==> config.mk <==
export PLATFORM = sky130hd
export DESIGN_NAME = neuron_accumulator
export DESIGN_NICKNAME = d
export VERILOG_FILES = /design/src/rtl/neuron_accumulator.sv
export SDC_FILE = /design/constraint.sdc
export NUM_CORES = 2
export LEC_CHECK = 0
export CAP_MARGIN = 0
export CELL_PAD_IN_SITES_DETAIL_PLACEMENT = 2
export CELL_PAD_IN_SITES_GLOBAL_PLACEMENT = 2
export CORE_AREA = 2 2 423 425
export DETAILED_ROUTE_END_ITERATION = 10
export DIE_AREA = 0 0 425 427
export PLACE_DENSITY_LB_ADDON = 0.1
export SLEW_MARGIN = 20
export SYNTH_ARGS = -nofsm -noshare
export SYNTH_HDL_FRONTEND = slang
export SYNTH_SLANG_ARGS = --single-unit
==> constraint.sdc <==
create_clock -name clk -period 12.6 [get_ports clk]
set_clock_uncertainty 0.15 [all_clocks]
set_input_delay 2.52 -clock clk [delete_from_list [all_inputs] [get_ports clk]]
set_output_delay 2.52 -clock clk [all_outputs]
set_load 0.01 [all_outputs]
==> src/rtl/neuron_accumulator.sv <==
// Sequential reducer for one neuron evaluation: captures N_TERMS signed products,
// adds one per cycle into a wide accumulator and presents a saturated DATA_W sum.
module neuron_accumulator #(
  parameter int N_TERMS = 33,
  parameter int DATA_W  = 32,
  parameter int ACC_W   = 40
) (
  input  logic                            clk,
  input  logic                            rst_n,
  input  logic [N_TERMS-1:0][DATA_W-1:0]  products,
  input  logic                            in_valid,
  output logic                            in_ready,
  output logic [DATA_W-1:0]               sum,
  output logic                            sat,
  output logic                            out_valid,
  input  logic                            out_ready
);

  localparam int CNT_W = (N_TERMS > 1) ? $clog2(N_TERMS) : 1;
  localparam logic [CNT_W-1:0] LAST = CNT_W'(N_TERMS - 1);

  localparam logic signed [ACC_W-1:0] SAT_MAX = {{(ACC_W-DATA_W+1){1'b0}}, {(DATA_W-1){1'b1}}};
  localparam logic signed [ACC_W-1:0] SAT_MIN = {{(ACC_W-DATA_W+1){1'b1}}, {(DATA_W-1){1'b0}}};

  typedef enum logic [1:0] {IDLE, ACCUM, DONE} state_t;

  state_t                           state, state_next;
  logic [CNT_W-1:0]                 count, count_next;
  logic signed [ACC_W-1:0]          acc, acc_next, acc_sum;
  logic [N_TERMS-1:0][DATA_W-1:0]   cap;
  logic [DATA_W-1:0]                term;
  logic [DATA_W-1:0]                sum_next, sum_sat;
  logic                             sat_next, sat_flag;
  logic                             accept;

  assign in_ready  = (state == IDLE);
  assign out_valid = (state == DONE);
  assign accept    = in_valid && in_ready;

  // Upstream products are only sampled on the accept edge; later changes are invisible.
  always_ff @(posedge clk or negedge rst_n) begin
    if (!rst_n) begin
      cap <= '0;
    end else if (accept) begin
      cap <= products;
    end
  end

  assign term    = (count <= LAST) ? cap[count] : '0;
  assign acc_sum = acc + {{(ACC_W-DATA_W){term[DATA_W-1]}}, term};

  always_comb begin
    sum_sat  = acc_sum[DATA_W-1:0];
    sat_flag = 1'b0;
    if (acc_sum > SAT_MAX) begin
      sum_sat  = {1'b0, {(DATA_W-1){1'b1}}};
      sat_flag = 1'b1;
    end else if (acc_sum < SAT_MIN) begin
      sum_sat  = {1'b1, {(DATA_W-1){1'b0}}};
      sat_flag = 1'b1;
    end
  end

  always_comb begin
    state_next = state;
    count_next = count;
    acc_next   = acc;
    sum_next   = sum;
    sat_next   = sat;
    case (state)
      IDLE: begin
        if (in_valid) begin
          acc_next   = '0;
          count_next = '0;
          state_next = ACCUM;
        end
      end
      ACCUM: begin
        acc_next = acc_sum;
        if (count == LAST) begin
          sum_next   = sum_sat;
          sat_next   = sat_flag;
          state_next = DONE;
        end else begin
          count_next = count + 1'b1;
        end
      end
      DONE: begin
        if (out_ready) begin
          state_next = IDLE;
        end
      end
      default: state_next = IDLE;
    endcase
  end

  always_ff @(posedge clk or negedge rst_n) begin
    if (!rst_n) begin
      state <= IDLE;
      count <= '0;
      acc   <= '0;
      sum   <= '0;
      sat   <= 1'b0;
    end else begin
      state <= state_next;
      count <= count_next;
      acc   <= acc_next;
      sum   <= sum_next;
      sat   <= sat_next;
    end
  end

endmodule

==> tab_implementation.tex <==
\begin{tabular}{lr}
\hline
Metric & Value \\
\hline
\multicolumn{2}{l}{\textbf{Logic synthesis}} \\
Synthesized area & $\sim$0.053 mm² \\
Synthesized net count & 6781 \\
Synth warn & 0 \\
Post-synthesis instance total & 5679 \\
Number of distinct standard cells referenced by the synthesized netlist & a little over 70 \\
Dominant cell type by area after synthesis & sky130\_fd\_sc\_hd\_\_dfrtp\_1 \\
Async set or reset register ratio after synthesis & 100\% \\
Number of enable flip-flop cells after synthesis & 0 \\
Main flop type after synthesis & sky130\_fd\_sc\_hd\_\_dfrtp\_1 \\
Average footprint of a synthesized cell & between 9 and 10 µm² \\
Largest cells by area after synthesis & sky130\_fd\_sc\_hd\_\_dfrtp\_1 (53\%), sky130\_fd\_sc\_hd\_\_nand2\_1 (23\%), sky130\_fd\_sc\_hd\_\_mux4\_2 (14\%) \\
Area share of the largest cell type after synthesis & 53.4\% \\
Proportion of synthesized chip area in sequential cells & 53.4\% \\
Number of storage elements in the synthesis netlist & around 1100 \\
\multicolumn{2}{l}{\textbf{Placed design}} \\
Cell total after placement & 8817 \\
Final HPWL from detailed placement & 214 mm \\
Quantity of I/O buffers inserted on ports & 1094 \\
GP Congestion & 0.953 \\
\multicolumn{2}{l}{\textbf{Floorplanning}} \\
Initial core utilization & 30.0\% \\
IO Count & 1095 \\
Height of the die & $\sim$430 µm \\
CORE AREA & 0.177 mm² \\
Num rows & 155 \\
Die Area & 0.181 mm² \\
Die width & 425 µm \\
\multicolumn{2}{l}{\textbf{Route}} \\
Starting DRT DRC Count & 3932 \\
First-pass iteration count of the detailed router & 5 \\
Wirelength, routed & $\sim$280 mm \\
Antenna violation net count after detailed routing & 0 \\
Average vias per placed instance & 5.16 \\
DR vias & 47200 \\
Average routed wire per standard cell & 30.3 µm \\
DRC violation count after routing & 0 \\
\multicolumn{2}{l}{\textbf{CTS}} \\
Cell chosen for the clock root & sky130\_fd\_sc\_hd\_\_clkbuf\_16 \\
Number of instances resized during post-cts repair & 0 \\
CTS H-tree lvls & 4 \\
TritonCTS clock tree & built \\
TritonCTS Buffers & 142 \\
Clock Sink Count & 1137 \\
Max clock buf depth & 3 \\
Clock slew at the register clock pins of the worst setup and hold paths & 0.06 ns \\
Setup fix buffers added after clock tree synthesis & 0 \\
Skew-Pair Late Insertion Delay & 0.81 ns \\
Cts hold-fix bufs & 0 \\
\multicolumn{2}{l}{\textbf{Timing}} \\
Final Slew Violations & 0 \\
Final-layout setup total negative slack & 0 ns \\
Final period utilization & 59.2\% \\
Tightest Pin Transition & 1.12 ns \\
Final setup violation count & 0 \\
Unrepaired setup endpoints after global routing & false \\
Achievable Freq & 134 MHz \\
Rel. slew slack & 25.4\% \\
Final critical-path required period & $\sim$7.5 ns \\
Final Hold Viols & 0 \\
\multicolumn{2}{l}{\textbf{Flow run}} \\
Number of violations of the max-capacitance limit & 0 \\
\multicolumn{2}{l}{\textbf{Global routing}} \\
Maximum number of pins on one net before global-route repair & 189 \\
GRT Residual Overflow & 0 \\
Initial antenna violation count & 145 \\
First-pass GRT wire length & 388 mm \\
Number of global-route vias before repair & roughly 50000 \\
Global router's overall resource usage & 30.2\% \\
\multicolumn{2}{l}{\textbf{Worst setup path}} \\
Critical path class & reg -> reg \\
R2r worst-path depth & 17 \\
Timing endpoint of the critical path & sum[30] \\
Critical path launch point & count[1] \\
Arrival @ worst endpoint & approximately 8 ns \\
Flop-to-flop setup slack & between 5 and 6 ns \\
Worst EP required & between 10 and 15 ns \\
CP endpoint kind & flip-flop \\
Reg2Reg Capture Point & sum[30] \\
R2R Path Start & count[1] \\
Nature of the critical path startpoint & flip-flop \\
Maximum fanout along the worst path & 61 \\
\multicolumn{2}{l}{\textbf{Pwr}} \\
Power per Cell Area & 302 mW/mm² \\
LEAKAGE & 33.7 nW \\
IR Drop Worst-Case VDD & 180 µV \\
\multicolumn{2}{l}{\textbf{Final layout}} \\
Post-layout instance count excluding filler cells & 9142 \\
Area added between synthesis and finish & 33.8\% \\
Share of layout cells above drive strength 1 & under 10\% \\
Net count, final & 7708 \\
\multicolumn{2}{l}{\textbf{Run status}} \\
Run status & completed \\
\multicolumn{2}{l}{\textbf{Min path}} \\
Worst hold path type & reg -> reg \\
Min-Delay Startpoint & cap[740] \\
\hline
\end{tabular}
-- worst min-delay path by stage --
stage                     endpoint  cells past startpoint
after floorplan           cap[192]                      2
after global placement     cap[93]                      2
after CTS                 cap[587]                      2
final                     cap[740]                      2
after global routing      cap[705]                      2
after detailed placement  cap[583]                      2
-- synthesized netlist by cell type (12+ instances only) --
library cell	number
sky130_fd_sc_hd__mux2i_1	33
sky130_fd_sc_hd__nor2_1	63
sky130_fd_sc_hd__o22ai_1	21
sky130_fd_sc_hd__mux4_2	320
sky130_fd_sc_hd__xor2_1	12
sky130_fd_sc_hd__a21o_1	18
sky130_fd_sc_hd__xnor2_1	25
sky130_fd_sc_hd__dfrtp_1	1137
sky130_fd_sc_hd__inv_1	16
sky130_fd_sc_hd__o21ai_0	95
sky130_fd_sc_hd__buf_1	24
sky130_fd_sc_hd__nand3_1	54
sky130_fd_sc_hd__clkbuf_1	319
sky130_fd_sc_hd__nand2_1	3307
sky130_fd_sc_hd__ha_1	41
sky130_fd_sc_hd__a21oi_1	44
-- where the power goes --
part | switching (mW) | internal [mW] | total (mW)
combinational | 6.41 | 3.99 | 10.4
sequential | 1.52 | 5.40 | 6.92
clock | 1.73 | 2.45 | 4.18
-- layer usage --
metal	up-vias	routed length [µm]	global-route usage [%]	part of all wire (%)
met1	24900	123000	41.8	44
met5	-	110	0	0.040
met4	16	15400	14.6	5.6
met2	1426	127000	46.5	46
met3	453	12500	4.39	4.5
li1	20400	-	-	-
-- stage by stage --
| step | cell area [µm²] | worst slack (ns) | power (mW) | hold slack, ns | utilization, % |
|---|---|---|---|---|---|
| CTS | 71100 | 5.16 | 21.6 | 0.326 | 40.1 |
| global route | 71200 | 4.82 | 22.8 | 0.344 | 40.2 |
| floorplan | 53300 | 6.44 | 12.5 | 0.290 | - |
| detailed placement | 66400 | 5.25 | 17.3 | 0.308 | 37.5 |
| global placement | 66400 | 5.33 | 17.0 | 0.302 | 37.5 |
| finish | 71300 | 5.14 | 21.5 | 0.322 | 40.2 |
-- flip-flops by register name (all words and copies together), names as in the netlist --
| name | cells |
|---|---|
| acc | 40 |
| sum | 32 |
| cap | 1056 |
| sat | 1 |
| state | 2 |
| count | 6 |
-- placed cells by master, fill, tap and decap left out, types with 41 or more instances in the layout --
cell type and count:
sky130_fd_sc_hd__nand2_1 3306, sky130_fd_sc_hd__o21ai_0 95, sky130_fd_sc_hd__dfrtp_1 1132, sky130_fd_sc_hd__clkdlybuf4s50_1 1093, sky130_fd_sc_hd__diode_2 71, sky130_fd_sc_hd__clkbuf_16 146
sky130_fd_sc_hd__nand3_1 54, sky130_fd_sc_hd__nor2_1 62, sky130_fd_sc_hd__mux4_2 320, sky130_fd_sc_hd__ha_1 41, sky130_fd_sc_hd__a21oi_1 44
-- logic make-up after synthesis --
group	Yosys count	share of synthesized area (%)
multiplexers	354	14.2
adder cells (fa/ha/maj)	42	1.00
buffers and inverters	373	2.69
flip-flops	1137	53.4
AND/OR/NAND/NOR	3487	25.1
XOR/XNOR	37	0.608
AO/OA/AOI/OAI	249	3.03
-- critical path, cell delays in order, from the launching register on --
cell	delay [ns]
sky130_fd_sc_hd__dfrtp_4	0.41
sky130_fd_sc_hd__buf_4	0.67
sky130_fd_sc_hd__buf_4	0.93
sky130_fd_sc_hd__mux4_2	0.47
sky130_fd_sc_hd__mux4_2	0.56
sky130_fd_sc_hd__mux2i_1	0.41
sky130_fd_sc_hd__o21ai_0	0.18
sky130_fd_sc_hd__ha_1	0.45
sky130_fd_sc_hd__a21oi_1	0.15
sky130_fd_sc_hd__o21ai_0	0.24
sky130_fd_sc_hd__nand4_1	0.23
sky130_fd_sc_hd__a32oi_2	0.31
sky130_fd_sc_hd__o211ai_1	0.20
sky130_fd_sc_hd__a221o_1	0.39
sky130_fd_sc_hd__or4_1	0.52
sky130_fd_sc_hd__o41a_1	0.51
sky130_fd_sc_hd__buf_4	0.29
sky130_fd_sc_hd__o22ai_1	0.16
-- area by class of cell --
type | instances | area [µm²]
sequential | 1137 | 28500
timing repair buffer | 1140 | 11500
antenna | 71 | 178
fill | 19000 | 106000
inverter | 16 | 60.1
clock inverter | 41 | 467
clock buffer | 213 | 4230
multi-input combinational | 4169 | 23400
tap | 2355 | 2950
Power figures use the tool's default switching activity.
